## src/rtl/shift_chain_bist_pkg.sv

```systemverilog
// Shared types for the serial delay-chain loopback tester.
// State encoding and counter sizing helper.
package shift_chain_bist_pkg;

  typedef enum logic [1:0] {
    S_IDLE = 2'd0,
    S_RUN  = 2'd1,
    S_DONE = 2'd2
  } state_t;

  function automatic int cnt_w(input int w, input int d);
    return $clog2(w + d + 1);
  endfunction

endpackage

```

## src/rtl/shift_chain_bist.sv

```systemverilog
// Loopback sequencer: serialises a word MSB-first onto a delay chain
// and captures the word coming back DEPTH cycles later.
module shift_chain_bist
  import shift_chain_bist_pkg::*;
#(
  parameter int   WIDTH    = 8,
  parameter int   DEPTH    = 8,
  parameter logic IDLE_BIT = 1'b0
) (
  input  logic             Clk,
  input  logic             Rst,
  input  logic             Start,
  input  logic [WIDTH-1:0] TxData,
  output logic             Ready,
  output logic             ChainIn,
  input  logic             ChainOut,
  output logic [WIDTH-1:0] RxData,
  output logic             Done,
  output logic             Match
);

  localparam int CNT_W = cnt_w(WIDTH, DEPTH);
  localparam int LAST  = WIDTH + DEPTH - 1;

  state_t state, state_nx;

  logic [CNT_W-1:0] cnt;
  logic [WIDTH-1:0] tx_sh;
  logic [WIDTH-1:0] tx_lat;
  logic [WIDTH-1:0] rx_sh;
  logic [WIDTH-1:0] rx_nx;
  logic             accept;
  logic             run_last;
  logic             tx_more;
  logic             cap;

  assign accept   = Start && (state == S_IDLE);
  assign run_last = (cnt == CNT_W'(LAST));
  assign tx_more  = (int'(cnt) + 1) < WIDTH;
  assign cap      = (state == S_RUN) && (int'(cnt) >= DEPTH);
  assign rx_nx    = WIDTH'({rx_sh, ChainOut});

  always_ff @(posedge Clk) begin
    if (Rst) state <= S_IDLE;
    else     state <= state_nx;
  end

  always_comb begin
    state_nx = state;
    unique case (state)
      S_IDLE:  if (Start) state_nx = S_RUN;
      S_RUN:   if (run_last) state_nx = S_DONE;
      S_DONE:  state_nx = S_IDLE;
      default: state_nx = S_IDLE;
    endcase
  end

  always_comb begin
    Ready = (state == S_IDLE);
    Done  = (state == S_DONE);
  end

  // One counter times both the transmit and the capture window.
  always_ff @(posedge Clk) begin
    if (Rst) begin
      cnt     <= '0;
      tx_sh   <= '0;
      tx_lat  <= '0;
      rx_sh   <= '0;
      RxData  <= '0;
      Match   <= 1'b0;
      ChainIn <= IDLE_BIT;
    end else if (accept) begin
      cnt     <= '0;
      tx_lat  <= TxData;
      tx_sh   <= TxData << 1;
      rx_sh   <= '0;
      ChainIn <= TxData[WIDTH-1];
    end else if (state == S_RUN) begin
      cnt <= cnt + 1'b1;
      if (tx_more) begin
        ChainIn <= tx_sh[WIDTH-1];
        tx_sh   <= tx_sh << 1;
      end else begin
        ChainIn <= IDLE_BIT;
      end
      if (cap) rx_sh <= rx_nx;
      if (run_last) begin
        cnt    <= '0;
        RxData <= rx_nx;
        Match  <= (rx_nx == tx_lat);
      end
    end else begin
      cnt     <= '0;
      ChainIn <= IDLE_BIT;
    end
  end

endmodule

```

## config.mk

```make
export PLATFORM = sky130hd
export DESIGN_NAME = shift_chain_bist
export DESIGN_NICKNAME = d
export VERILOG_FILES = /design/src/rtl/shift_chain_bist_pkg.sv /design/src/rtl/shift_chain_bist.sv
export SDC_FILE = /design/constraint.sdc
export NUM_CORES = 1
export LEC_CHECK = 0
export BUFFER_PORTS_ARGS = -buffer_cell sky130_fd_sc_hd__buf_2
export CAP_MARGIN = 15
export CORE_MARGIN = 3
export CORE_UTILIZATION = 55
export DETAILED_ROUTE_END_ITERATION = 10
export PLACE_DENSITY = 0.77
export SETUP_SLACK_MARGIN = 0.05
export SLEW_MARGIN = 20
export SYNTH_ARGS = -nofsm -noshare
export SYNTH_HDL_FRONTEND = slang
export SYNTH_SLANG_ARGS = --single-unit
```

## constraint.sdc

```tcl
create_clock -name Clk -period 2.8 [get_ports Clk]
set_clock_uncertainty 0.1 [all_clocks]
set_input_delay 0.42 -clock Clk [delete_from_list [all_inputs] [get_ports Clk]]
set_output_delay 0.42 -clock Clk [all_outputs]
set_load 0.05 [all_outputs]
```

== Word-level counts from Yosys, hierarchy flattened ==
Cells that the tools add are included.

* $lt $le $gt $ge: 2
* Divide/modulo/power cells: 0
* Shifts and indexed selects: 0
* Eq/ne operators: 6
* $add $sub $neg: 2
* Mux-type cells: 9
* Reduce and logical (&&, ||, !) cells: 11
* Multiply operators: 0
* Bitwise logic cells: 2

{| class="wikitable"
|+ Operators by type and width
! kind !! count
|-
| $mux W8 || 3
|-
| $eq A8 B8 Y1 || 1
|-
| $add A5 B1 Y6 const B || 1
|-
| $lt A6 B4 Y1 const B || 1
|-
| $reduce_and A2 Y1 || 3
|-
| $add A5 B1 Y5 const B || 1
|-
| $eq A5 B4 Y1 const B || 1
|-
| $ge A5 B4 Y1 const B || 1
|-
| $mux W2 || 2
|-
| $ne A2 B2 Y1 const B || 2
|-
| $pmux W2 S2 || 1
|-
| $reduce_bool A2 Y1 || 2
|-
| $reduce_or A4 Y1 || 1
|-
| $mux W1 || 3
|-
| $reduce_and A3 Y1 || 1
|-
| $eq A2 B1 Y1 const B || 1
|-
| $eq A2 B2 Y1 const B || 1
|-
| $logic_and A1 B1 Y1 || 2
|-
| $logic_not A2 Y1 || 1
|-
| $not A1 Y1 || 2
|-
| $reduce_or A2 Y1 || 1
|}

* Memory bits (read-only): 0
* Input port bits: 12
* Memories kept: 0
* Bits in latches: 0
* Bits in writable memories: 0
* Flip-flop bits (word level): 39

== Logic depth before layout (Yosys ltp) ==
Gate-level depths: netlist (run 1).

* Depth after elaboration: 5
* Mapped depth: 7
* Depth with buffers taken out: 6

== Worst setup path before layout (run 1) ==
OpenSTA, ideal clock, no wires.

* Path kind: register to register
* From: register state[1]
* To: register tx_sh[1]
* Stages on the path, launching flop included: 6
* Required time: 2.568 ns
* Buffers on the path: 1
* Path slack: 0.952 ns
* Arrival: 1.616 ns
* Path through: dfxtp_1 -> nor2_1 -> nand2_1 -> buf_2 -> o211ai_1 -> a21oi_1

* Longest elaborated chain between the ends: 4
* Elaborated cells on any way between the ends: 7

{| class="wikitable"
|+ RTL lines
! element !! RTL line !! RTL
|-
| start: declaration || shift_chain_bist.sv:25 || <nowiki>state_t state, state_nx;</nowiki>
|-
| start signal: assignment || shift_chain_bist.sv:45 || <nowiki>else state <= state_nx;</nowiki>
|-
| $logic_not A2 Y1 * || n/a ||
|-
| via Ready || shift_chain_bist.sv:14 || <nowiki>output logic Ready,</nowiki>
|-
| $logic_and A1 B1 Y1 * || shift_chain_bist.sv:37 || <nowiki>assign accept = Start && (state == S_IDLE);</nowiki>
|-
| $reduce_bool A2 Y1 (no source line) || n/a ||
|-
| $reduce_and A2 Y1 (no source line) || n/a ||
|-
| end signal: assignment || shift_chain_bist.sv:76 || <nowiki>tx_sh <= TxData << 1;</nowiki>
|-
| end signal: assignment || shift_chain_bist.sv:83 || <nowiki>tx_sh <= tx_sh << 1;</nowiki>
|-
| end: declaration || shift_chain_bist.sv:28 || <nowiki>logic [WIDTH-1:0] tx_sh;</nowiki>
|}

Mark *: on every way through the listed nets, which the timed path passes. The rest lies on a longest branch.
A chain may end at the register's enable or synchronous reset.

== Worst setup path in the final report (run 1) ==
* From: register cnt[0]
* To: register Match

* Longest elaborated chain between the ends: 2

{| class="wikitable"
|+ RTL lines
! element !! RTL line !! RTL
|-
| start: declaration || shift_chain_bist.sv:27 || <nowiki>logic [CNT_W-1:0] cnt;</nowiki>
|-
| start signal: assignment || shift_chain_bist.sv:80 || <nowiki>cnt <= cnt + 1'b1;</nowiki>
|-
| $eq A5 B4 Y1 || shift_chain_bist.sv:38 || <nowiki>assign run_last = (cnt == CNT_W'(LAST));</nowiki>
|-
| $reduce_and A3 Y1 (no source line) || n/a ||
|-
| end signal: assignment || shift_chain_bist.sv:91 || <nowiki>Match <= (rx_nx == tx_lat);</nowiki>
|-
| end: declaration || shift_chain_bist.sv:19 || <nowiki>output logic Match</nowiki>
|}

No other way between the ends.

==> results of run 1 <==
[how the worst min path moves through the flow]
stage / to / slack, ns / cells after the start / start
2_1_floorplan: ChainIn / 0.35 / 2 / tx_sh[7]
3_3_place_gp: Match / 0.34 / 2 / Match
3_5_place_dp: RxData[3] / 0.35 / 2 / RxData[3]
4_1_cts: tx_lat[2] / 0.21 / 3 / TxData[2]
5_1_grt: tx_lat[2] / 0.20 / 3 / TxData[2]
6_report: tx_lat[2] / 0.21 / 3 / TxData[2]
[layout make-up]
| cell class | count | area share |
|---|---|---|
| Multi-Input combinational cell | 132 | 0.442 |
| Inverter | 3 | 0.00627 |
| Sequential cell | 39 | 0.435 |
| Tap cell | 31 | 0.0216 |
| Timing Repair Buffer | 23 | 0.0641 |
| Clock inverter | 3 | 0.0111 |
| Clock buffer | 5 | 0.0209 |
[cell families after synthesis]
group / after synthesis
AO/OA/AOI/OAI: 34
AND/OR/NAND/NOR: 76
flip-flops: 39
multiplexers: 9
XOR/XNOR: 10
adder cells (fa/ha/maj): 3
buffers and inverters: 15
[synthesized netlist by cell type]
cell                         n
sky130_fd_sc_hd__nand2b_1    1
sky130_fd_sc_hd__nand3_4     1
sky130_fd_sc_hd__o21a_1      1
sky130_fd_sc_hd__a21oi_1    19
sky130_fd_sc_hd__mux2i_4     1
sky130_fd_sc_hd__mux2_2      1
sky130_fd_sc_hd__nor2b_4     1
sky130_fd_sc_hd__clkbuf_2    1
sky130_fd_sc_hd__xor2_1      1
sky130_fd_sc_hd__buf_2       6
sky130_fd_sc_hd__a311oi_1    6
sky130_fd_sc_hd__inv_1       3
sky130_fd_sc_hd__mux2i_1     7
sky130_fd_sc_hd__and2b_1     1
sky130_fd_sc_hd__clkbuf_1    4
sky130_fd_sc_hd__nand2b_2    1
sky130_fd_sc_hd__o211ai_1    1
sky130_fd_sc_hd__nand4_1     9
sky130_fd_sc_hd__buf_6       1
sky130_fd_sc_hd__or3_1       1
sky130_fd_sc_hd__and2_1      1
sky130_fd_sc_hd__nand3_1     8
sky130_fd_sc_hd__xnor2_1     9
sky130_fd_sc_hd__ha_1        3
sky130_fd_sc_hd__dfxtp_1    39
sky130_fd_sc_hd__o21ai_0     6
sky130_fd_sc_hd__a2111oi_0   1
sky130_fd_sc_hd__nand2_1    29
sky130_fd_sc_hd__nor2_1     21
sky130_fd_sc_hd__and3_1      2
[power by group through the flow]
| stage | logic, mW | registers, mW | clock network, mW |
|---|---|---|---|
| finish | 0.0796 | 0.583 | 0.282 |
| global route | 0.0890 | 0.586 | 0.316 |
| CTS | 0.0799 | 0.583 | 0.287 |
| detailed placement | 0.0795 | 0.596 | 0 |
| global placement | 0.0767 | 0.595 | 0 |
| floorplan | 0.0587 | 0.596 | 0 |
[metrics by stage]
stage	std cells	worst slack (ns)
4_1_cts	236	0.602
2_1_floorplan	186	0.952
3_3_place_gp	228	0.741
3_5_place_dp	228	0.643
6_report	236	0.607
5_1_grt	236	0.423
[worst reg2reg max path, stage by stage, from the launching register on]
cell,delay [ns]
sky130_fd_sc_hd__dfxtp_1,0.43
sky130_fd_sc_hd__ha_1,0.22
sky130_fd_sc_hd__and3_1,0.16
sky130_fd_sc_hd__ha_1,0.36
sky130_fd_sc_hd__nand2_1,0.31
sky130_fd_sc_hd__or3_1,0.44
sky130_fd_sc_hd__a21oi_1,0.12
[registers in the layout, indices dropped and copies added (netlist names)]
| name | cells |
|---|---|
| ChainIn | 1 |
| rx_sh | 7 |
| cnt | 5 |
| tx_lat | 8 |
| Match | 1 |
| state | 2 |
| RxData | 8 |
| tx_sh | 7 |
[layer usage]
metal  routed length (microns)  share of wire
met3                       223          0.068
met4                        36          0.011
met1                      1460           0.45
met2                      1550           0.47
met5                         0              0
==> run_summary.xml, run 1 <==
<?xml version="1.0" encoding="UTF-8"?>
<metrics>
  <group name="global_route">
    <metric name="vias_in_the_first_global_route" unit="">1236</metric>
    <metric name="overflow" unit="">0</metric>
    <metric name="groute.layer.met3.usage" unit="">0.0745</metric>
    <metric name="gr-usage-met2" unit="">0.325</metric>
    <metric name="grt_start_max_net_pins" unit="">30</metric>
    <metric name="grt_first_pass_wirelength" unit="microns">5310</metric>
    <metric name="antenna_found_initial" unit="">0</metric>
    <metric name="most_used_routing_layer_in_global_routing" unit="">met2</metric>
    <metric name="grt.met1_usage" unit="">0.239</metric>
    <metric name="grt_util_all_layers" unit="">0.196</metric>
  </group>
  <group name="die">
    <metric name="start_util" unit="">0.587</metric>
    <metric name="die-width" unit="microns">60.7</metric>
    <metric name="die-area" unit="sq um">3690</metric>
    <metric name="core-area" unit="sq um">2810</metric>
    <metric name="die_height" unit="microns">60.7</metric>
    <metric name="placementRows" unit="">19</metric>
    <metric name="io_pins" unit="">24</metric>
  </group>
  <group name="critical_path">
    <metric name="worstSetupPathDepth" unit="">6</metric>
    <metric name="r2r_slack" unit="ns">0.61</metric>
    <metric name="worst-r2r-cell-count" unit="">6</metric>
    <metric name="timing.critical_path.fanout_max" unit="">11</metric>
    <metric name="cp_top_family" unit="">simple AND/OR/NAND/NOR gates</metric>
    <metric name="critical_path_required" unit="ns">2.98</metric>
    <metric name="setup.worst_path.end_class" unit="">register</metric>
    <metric name="path_buf_inv" unit="">0</metric>
    <metric name="setup.worst_path.start_class" unit="">register</metric>
    <metric name="timing_worst_setup_path_type" unit="">register to register</metric>
    <metric name="worst_path_max_delay_cell" unit="">sky130_fd_sc_hd__or3_1</metric>
    <metric name="critPathArrivalTime" unit="ns">2.38</metric>
    <metric name="cells_traversed_along_the_worst_timing_path" unit="">ha_1, and3_1, ha_1, nand2_1, or3_1, a21oi_1</metric>
    <metric name="timing.rr.end" unit="">Match</metric>
    <metric name="start_of_the_worst_register_to_register_path" unit="">cnt[0]</metric>
    <metric name="critical-path-top-cell-by-count" unit="">sky130_fd_sc_hd__ha_1</metric>
    <metric name="worst_setup_path_startpoint" unit="">cnt[0]</metric>
    <metric name="timing.critical_path.to" unit="">Match</metric>
    <metric name="cp_slowest_stage_delay" unit="ns">0.44</metric>
  </group>
  <group name="synth">
    <metric name="synth-adder-area-share" unit="">0.0228</metric>
    <metric name="synth_top_area_share" unit="">0.474</metric>
    <metric name="post-synth-top-area-cell" unit="">sky130_fd_sc_hd__dfxtp_1</metric>
    <metric name="dominant_combinational_cell_family_by_area_after_synthesis" unit="">simple AND/OR/NAND/NOR gates</metric>
    <metric name="synth-compound-area-share" unit="">0.122</metric>
    <metric name="yosys_warnings" unit="">0</metric>
    <metric name="yosys.area_share.simple" unit="">0.220</metric>
    <metric name="synth_area" unit="sq um">1650</metric>
    <metric name="synth.distinct_cells" unit="">30</metric>
    <metric name="synthCells" unit="">186</metric>
    <metric name="ys_seq_area_frac" unit="">0.474</metric>
    <metric name="post_synth.cell_area_avg" unit="sq um">8.85</metric>
    <metric name="post_synth_mux_area_share" unit="">0.0631</metric>
    <metric name="synth_fp_nets" unit="">201</metric>
    <metric name="synth_xor_area_frac" unit="">0.0532</metric>
    <metric name="synth.area.top_cells" unit="">sky130_fd_sc_hd__dfxtp_1, sky130_fd_sc_hd__nand2_1, sky130_fd_sc_hd__a21oi_1</metric>
    <metric name="synth_register_bits" unit="">39</metric>
  </group>
  <group name="pwr">
    <metric name="fin_total_pwr" unit="mW">0.945</metric>
    <metric name="pwr-share-comb" unit="">0.084</metric>
    <metric name="internal_power" unit="mW">0.696</metric>
    <metric name="share_clk_of_total_power" unit="">0.298</metric>
    <metric name="power.net_switching" unit="mW">0.248</metric>
    <metric name="total_leakage_power" unit="nW">0.657</metric>
    <metric name="switching_share" unit="">0.263</metric>
    <metric name="p_seq_frac" unit="">0.617</metric>
    <metric name="cellPowerDensity" unit="nW/um^2">526</metric>
    <metric name="ir_worst_vdd" unit="uV">434</metric>
  </group>
  <group name="place">
    <metric name="dp_hpwl" unit="microns">2420</metric>
    <metric name="placement.io_buffers" unit="">23</metric>
    <metric name="post_dp_cell_area" unit="sq um">1740</metric>
    <metric name="place.gp.congestion" unit="">0.782</metric>
  </group>
  <group name="sta">
    <metric name="worst_slew_margin_rel" unit="">0.521</metric>
    <metric name="final.min_clock_period" unit="ns">2.19</metric>
    <metric name="fmaxAchievable" unit="GHz">0.456</metric>
    <metric name="hold-worst-slack" unit="ns">0.211</metric>
    <metric name="tightestPinTransition" unit="ns">0.717</metric>
    <metric name="final_setup_violation_count" unit="">0</metric>
    <metric name="grt_setup_unrepaired" unit="">false</metric>
    <metric name="timing.final.max_slew_violations" unit="">0</metric>
    <metric name="tns" unit="ns">0</metric>
    <metric name="final_min_period_over_clock_period" unit="">0.783</metric>
    <metric name="hold_viol_final" unit="">0</metric>
  </group>
  <group name="worst_hold_path">
    <metric name="worstHoldPathType" unit="">primary input to register</metric>
  </group>
  <group name="layout">
    <metric name="final_cell_mix" unit="">sky130_fd_sc_hd__dfxtp_1, sky130_fd_sc_hd__nand2_1, sky130_fd_sc_hd__buf_2</metric>
    <metric name="sequential_cell_area" unit="sq um">781</metric>
    <metric name="finish.net_count" unit="">219</metric>
    <metric name="layout.cells.most_common" unit="">sky130_fd_sc_hd__dfxtp_1</metric>
    <metric name="multi_input_area" unit="sq um">793</metric>
    <metric name="finish.utilization" unit="">0.641</metric>
    <metric name="final.fill_count" unit="">265</metric>
    <metric name="antennaDiodeCount" unit="">0</metric>
    <metric name="drive_gt1_frac" unit="">0.176</metric>
    <metric name="finish.instance_area" unit="sq um">1800</metric>
    <metric name="syn2layout_area_growth" unit="%">9.12</metric>
  </group>
  <group name="clock_tree">
    <metric name="cts_htree_levels" unit="">2</metric>
    <metric name="cts_post_setup_buffers_inserted" unit="">0</metric>
    <metric name="clock_sinks" unit="">39</metric>
    <metric name="cts_tree" unit="">built</metric>
    <metric name="numCtsBuffers" unit="">5</metric>
    <metric name="clock_path_buffers" unit="">2</metric>
    <metric name="clock_tree.root_cell" unit="">sky130_fd_sc_hd__clkbuf_4</metric>
    <metric name="path_clk_slew" unit="ns">0.12</metric>
    <metric name="cts_hold_buf" unit="">0</metric>
    <metric name="cts.repair.resized" unit="">0</metric>
    <metric name="clk_latency" unit="ns">0.34</metric>
  </group>
  <group name="drt">
    <metric name="vias" unit="">1341</metric>
    <metric name="drcViolationCount" unit="">0</metric>
    <metric name="dr.first_iter.drc_count" unit="">58</metric>
    <metric name="routedWlPerCell" unit="microns">13.9</metric>
    <metric name="postRouteAntennaNets" unit="">0</metric>
    <metric name="avgViaCountPerCell" unit="">5.68</metric>
    <metric name="drt-total-wl" unit="microns">3270</metric>
    <metric name="number_of_search_and_repair_iterations_in_the_first_detailed_routing_pass" unit="">4</metric>
  </group>
  <group name="outcome">
    <metric name="status" unit="">completed</metric>
  </group>
  <group name="flow_run">
    <metric name="drv.max_cap_violation_count" unit="">0</metric>
  </group>
</metrics>
(Power assumes the default switching activity.)
==> run 2, diff against run 1 <==
--- a/config.mk
+++ b/config.mk
@@ -8,9 +8,9 @@
 export BUFFER_PORTS_ARGS = -buffer_cell sky130_fd_sc_hd__buf_2
 export CAP_MARGIN = 15
 export CORE_MARGIN = 3
-export CORE_UTILIZATION = 55
+export CORE_UTILIZATION = 50
 export DETAILED_ROUTE_END_ITERATION = 10
-export PLACE_DENSITY = 0.77
+export PLACE_DENSITY = 0.74
 export SETUP_SLACK_MARGIN = 0.05
 export SLEW_MARGIN = 20
 export SYNTH_ARGS = -nofsm -noshare
==> constraint.sdc (replaced) <==
create_clock -name Clk -period 1.8 [get_ports Clk]
set_clock_uncertainty 0.1 [all_clocks]
set_input_delay 0.27 -clock Clk [delete_from_list [all_inputs] [get_ports Clk]]
set_output_delay 0.27 -clock Clk [all_outputs]
set_load 0.05 [all_outputs]
==> run 2 against run 1 <==
Against the previous run:
- global-route usage shrank 1.1 points
- combinational power is 76% higher
- wire length grew 4.9%
- power grew 73%
- setup slack got worse by 0.50 ns
- utilization down 1.1 points
- worst hold slack lost 0.16 ns
- die area is 9.0% higher
- first-iteration DRC count is 12% higher
- clock power increased by 110%
- sequential power increased by 55%
- critical endpoint is now tx_sh[3]
- largest cell class unchanged
==> run_summary.xml, run 2 (synthesis gave the netlist of run 1 again) <==
<?xml version="1.0" encoding="UTF-8"?>
<metrics>
  <group name="layout">
    <metric name="layout.cells.non_filler" unit="">260</metric>
    <metric name="top_regs" unit="">RxData x8, tx_lat x8</metric>
    <metric name="drive_gt1_frac" unit="">0.245</metric>
    <metric name="finish.instance_area" unit="sq um">1950</metric>
    <metric name="layout.cells.most_common" unit="">sky130_fd_sc_hd__dfxtp_1</metric>
    <metric name="finish.net_count" unit="">230</metric>
    <metric name="syn2layout_area_growth" unit="%">18.5</metric>
    <metric name="final.fill_count" unit="">296</metric>
    <metric name="final_cell_mix" unit="">sky130_fd_sc_hd__dfxtp_1, sky130_fd_sc_hd__nand2_1, sky130_fd_sc_hd__buf_2</metric>
    <metric name="antennaDiodeCount" unit="">0</metric>
    <metric name="finish.utilization" unit="">0.629</metric>
  </group>
  <group name="sta">
    <metric name="hold_viol_final" unit="">0</metric>
    <metric name="tns" unit="ns">0</metric>
    <metric name="timing.final.max_slew_violations" unit="">0</metric>
    <metric name="final.min_clock_period" unit="ns">1.69</metric>
    <metric name="hold-worst-slack" unit="ns">0.0517</metric>
    <metric name="final_setup_violation_count" unit="">0</metric>
    <metric name="worst_slew_margin_rel" unit="">0.745</metric>
    <metric name="tightestPinTransition" unit="ns">0.383</metric>
    <metric name="grt_setup_unrepaired" unit="">false</metric>
    <metric name="final_min_period_over_clock_period" unit="">0.941</metric>
    <metric name="fmaxAchievable" unit="GHz">0.590</metric>
    <metric name="setup_slack" unit="ns">0.105</metric>
  </group>
  <group name="drt">
    <metric name="drcViolationCount" unit="">0</metric>
    <metric name="vias" unit="">1382</metric>
    <metric name="dr.first_iter.drc_count" unit="">65</metric>
    <metric name="postRouteAntennaNets" unit="">0</metric>
    <metric name="avgViaCountPerCell" unit="">5.32</metric>
    <metric name="number_of_search_and_repair_iterations_in_the_first_detailed_routing_pass" unit="">4</metric>
    <metric name="routedWlPerCell" unit="microns">13.2</metric>
    <metric name="drt-total-wl" unit="microns">3430</metric>
  </group>
  <group name="die">
    <metric name="io_pins" unit="">24</metric>
    <metric name="placementRows" unit="">20</metric>
    <metric name="start_util" unit="">0.531</metric>
    <metric name="core-area" unit="sq um">3100</metric>
    <metric name="die-width" unit="microns">63.4</metric>
    <metric name="die-area" unit="sq um">4020</metric>
    <metric name="die_height" unit="microns">63.4</metric>
  </group>
  <group name="critical_path">
    <metric name="cp_top_family" unit="">adder cells</metric>
    <metric name="cells_traversed_along_the_worst_timing_path" unit="">ha_1, and3_4, ha_4, buf_6, nand4_1, a311oi_1</metric>
    <metric name="cp_slowest_stage_delay" unit="ns">0.35</metric>
    <metric name="setup.worst_path.end_class" unit="">register</metric>
    <metric name="worst_path_max_delay_cell" unit="">sky130_fd_sc_hd__dfxtp_2</metric>
    <metric name="timing.rr.end" unit="">tx_sh[3]</metric>
    <metric name="timing_worst_setup_path_type" unit="">register to register</metric>
    <metric name="worst-r2r-cell-count" unit="">6</metric>
    <metric name="r2r_slack" unit="ns">0.11</metric>
    <metric name="path_buf_inv" unit="">1</metric>
    <metric name="timing.critical_path.fanout_max" unit="">6</metric>
    <metric name="setup.worst_path.start_class" unit="">register</metric>
    <metric name="critPathArrivalTime" unit="ns">1.85</metric>
    <metric name="critical_path_required" unit="ns">1.96</metric>
    <metric name="start_of_the_worst_register_to_register_path" unit="">cnt[1]</metric>
  </group>
  <group name="clock_tree">
    <metric name="numCtsBuffers" unit="">5</metric>
    <metric name="clock_tree.root_cell" unit="">sky130_fd_sc_hd__clkbuf_4</metric>
    <metric name="cts_tree" unit="">built</metric>
    <metric name="clk_latency" unit="ns">0.35</metric>
    <metric name="clock_path_buffers" unit="">2</metric>
    <metric name="cts_htree_levels" unit="">2</metric>
    <metric name="clock_sinks" unit="">39</metric>
    <metric name="path_clk_slew" unit="ns">0.12</metric>
  </group>
  <group name="worst_hold_path">
    <metric name="holdCritStartpoint" unit="">TxData[5]</metric>
    <metric name="cell_count_of_the_worst_hold_path" unit="">3</metric>
    <metric name="worstHoldPathType" unit="">primary input to register</metric>
    <metric name="hold-path-endpoint" unit="">tx_lat[5]</metric>
  </group>
  <group name="place">
    <metric name="dp.cells" unit="">250</metric>
    <metric name="dp_hpwl" unit="microns">2570</metric>
    <metric name="post-place-ws" unit="ns">0.00661</metric>
    <metric name="placement.io_buffers" unit="">23</metric>
    <metric name="post_dp_cell_area" unit="sq um">1830</metric>
    <metric name="place.gp.congestion" unit="">0.785</metric>
  </group>
  <group name="global_route">
    <metric name="vias_in_the_first_global_route" unit="">1346</metric>
    <metric name="antenna_found_initial" unit="">0</metric>
    <metric name="grt_first_pass_wirelength" unit="microns">5780</metric>
    <metric name="grt_util_all_layers" unit="">0.185</metric>
    <metric name="grt_start_max_net_pins" unit="">22</metric>
    <metric name="overflow" unit="">0</metric>
  </group>
  <group name="flow_run">
    <metric name="drv.max_cap_violation_count" unit="">0</metric>
  </group>
  <group name="outcome">
    <metric name="status" unit="">completed</metric>
  </group>
  <group name="pwr">
    <metric name="total_leakage_power" unit="nW">0.733</metric>
    <metric name="ir_worst_vdd" unit="uV">546</metric>
    <metric name="fin_total_pwr" unit="mW">1.64</metric>
    <metric name="cellPowerDensity" unit="nW/um^2">838</metric>
  </group>
</metrics>
[run 2: cell types whose count changed in the layout (fill, tap and decap cells not counted), sizes merged]
cell and delta:
clkinvlp -2, bufinv +1, buf +11, clkinv +1
[run 2: worst max path at each step]
stage                      start        to  slack (ns)  depth (start not counted)
after floorplan           cnt[0]  tx_sh[2]        0.06                          7
after global placement    cnt[1]  tx_sh[2]        0.13                          6
after detailed placement  cnt[1]  tx_sh[3]       0.007                          6
after CTS                 cnt[0]  tx_sh[3]        0.06                          6
after global routing      cnt[1]  tx_sh[2]        0.03                          6
final                     cnt[1]  tx_sh[3]        0.11                          6
[run 2: what timing repair did]
item / in CTS / in global routing
pin swaps: 1 / 2
setup buffers: 1 / 1
hold buffers: 0 / 0
resized for setup: 2 / 5
endpoints found under the setup margin: 5 / 2
[run 2: power breakdown]
part / switching [mW] / leakage [nW] / internal, mW / total, mW
logic: 0.0854 / 0.370 / 0.0549 / 0.140
registers: 0.0162 / 0.318 / 0.890 / 0.906
clock network: 0.297 / 0.0452 / 0.292 / 0.589
[run 2: worst reg2reg max path, cell delays in order (launching register included)]
cell                       delay, ns
sky130_fd_sc_hd__dfxtp_2        0.35
sky130_fd_sc_hd__ha_1           0.20
sky130_fd_sc_hd__and3_4         0.16
sky130_fd_sc_hd__ha_4           0.28
sky130_fd_sc_hd__buf_6          0.12
sky130_fd_sc_hd__nand4_1        0.11
sky130_fd_sc_hd__a311oi_1       0.29
[run 2: per-layer routing]
layer / track usage / vias up / wire length [microns]
li1: - / 696 / -
met1: 0.223 / 636 / 1490
met2: 0.297 / 44 / 1670
met3: 0.0481 / 6 / 218
met4: 0.105 / 0 / 49
met5: 0 / - / 0
[run 2: area by class of cell]
| class | count | area [sq um] | share of cell area |
|---|---|---|---|
| Clock buffer | 5 | 37.5 | 0.0192 |
| Clock inverter | 3 | 43.8 | 0.0224 |
| Inverter | 3 | 11.3 | 0.00577 |
| Multi-Input combinational cell | 132 | 820 | 0.420 |
| Sequential cell | 39 | 783 | 0.401 |
| Tap cell | 44 | 55.1 | 0.0282 |
| Timing Repair Buffer | 34 | 201 | 0.103 |
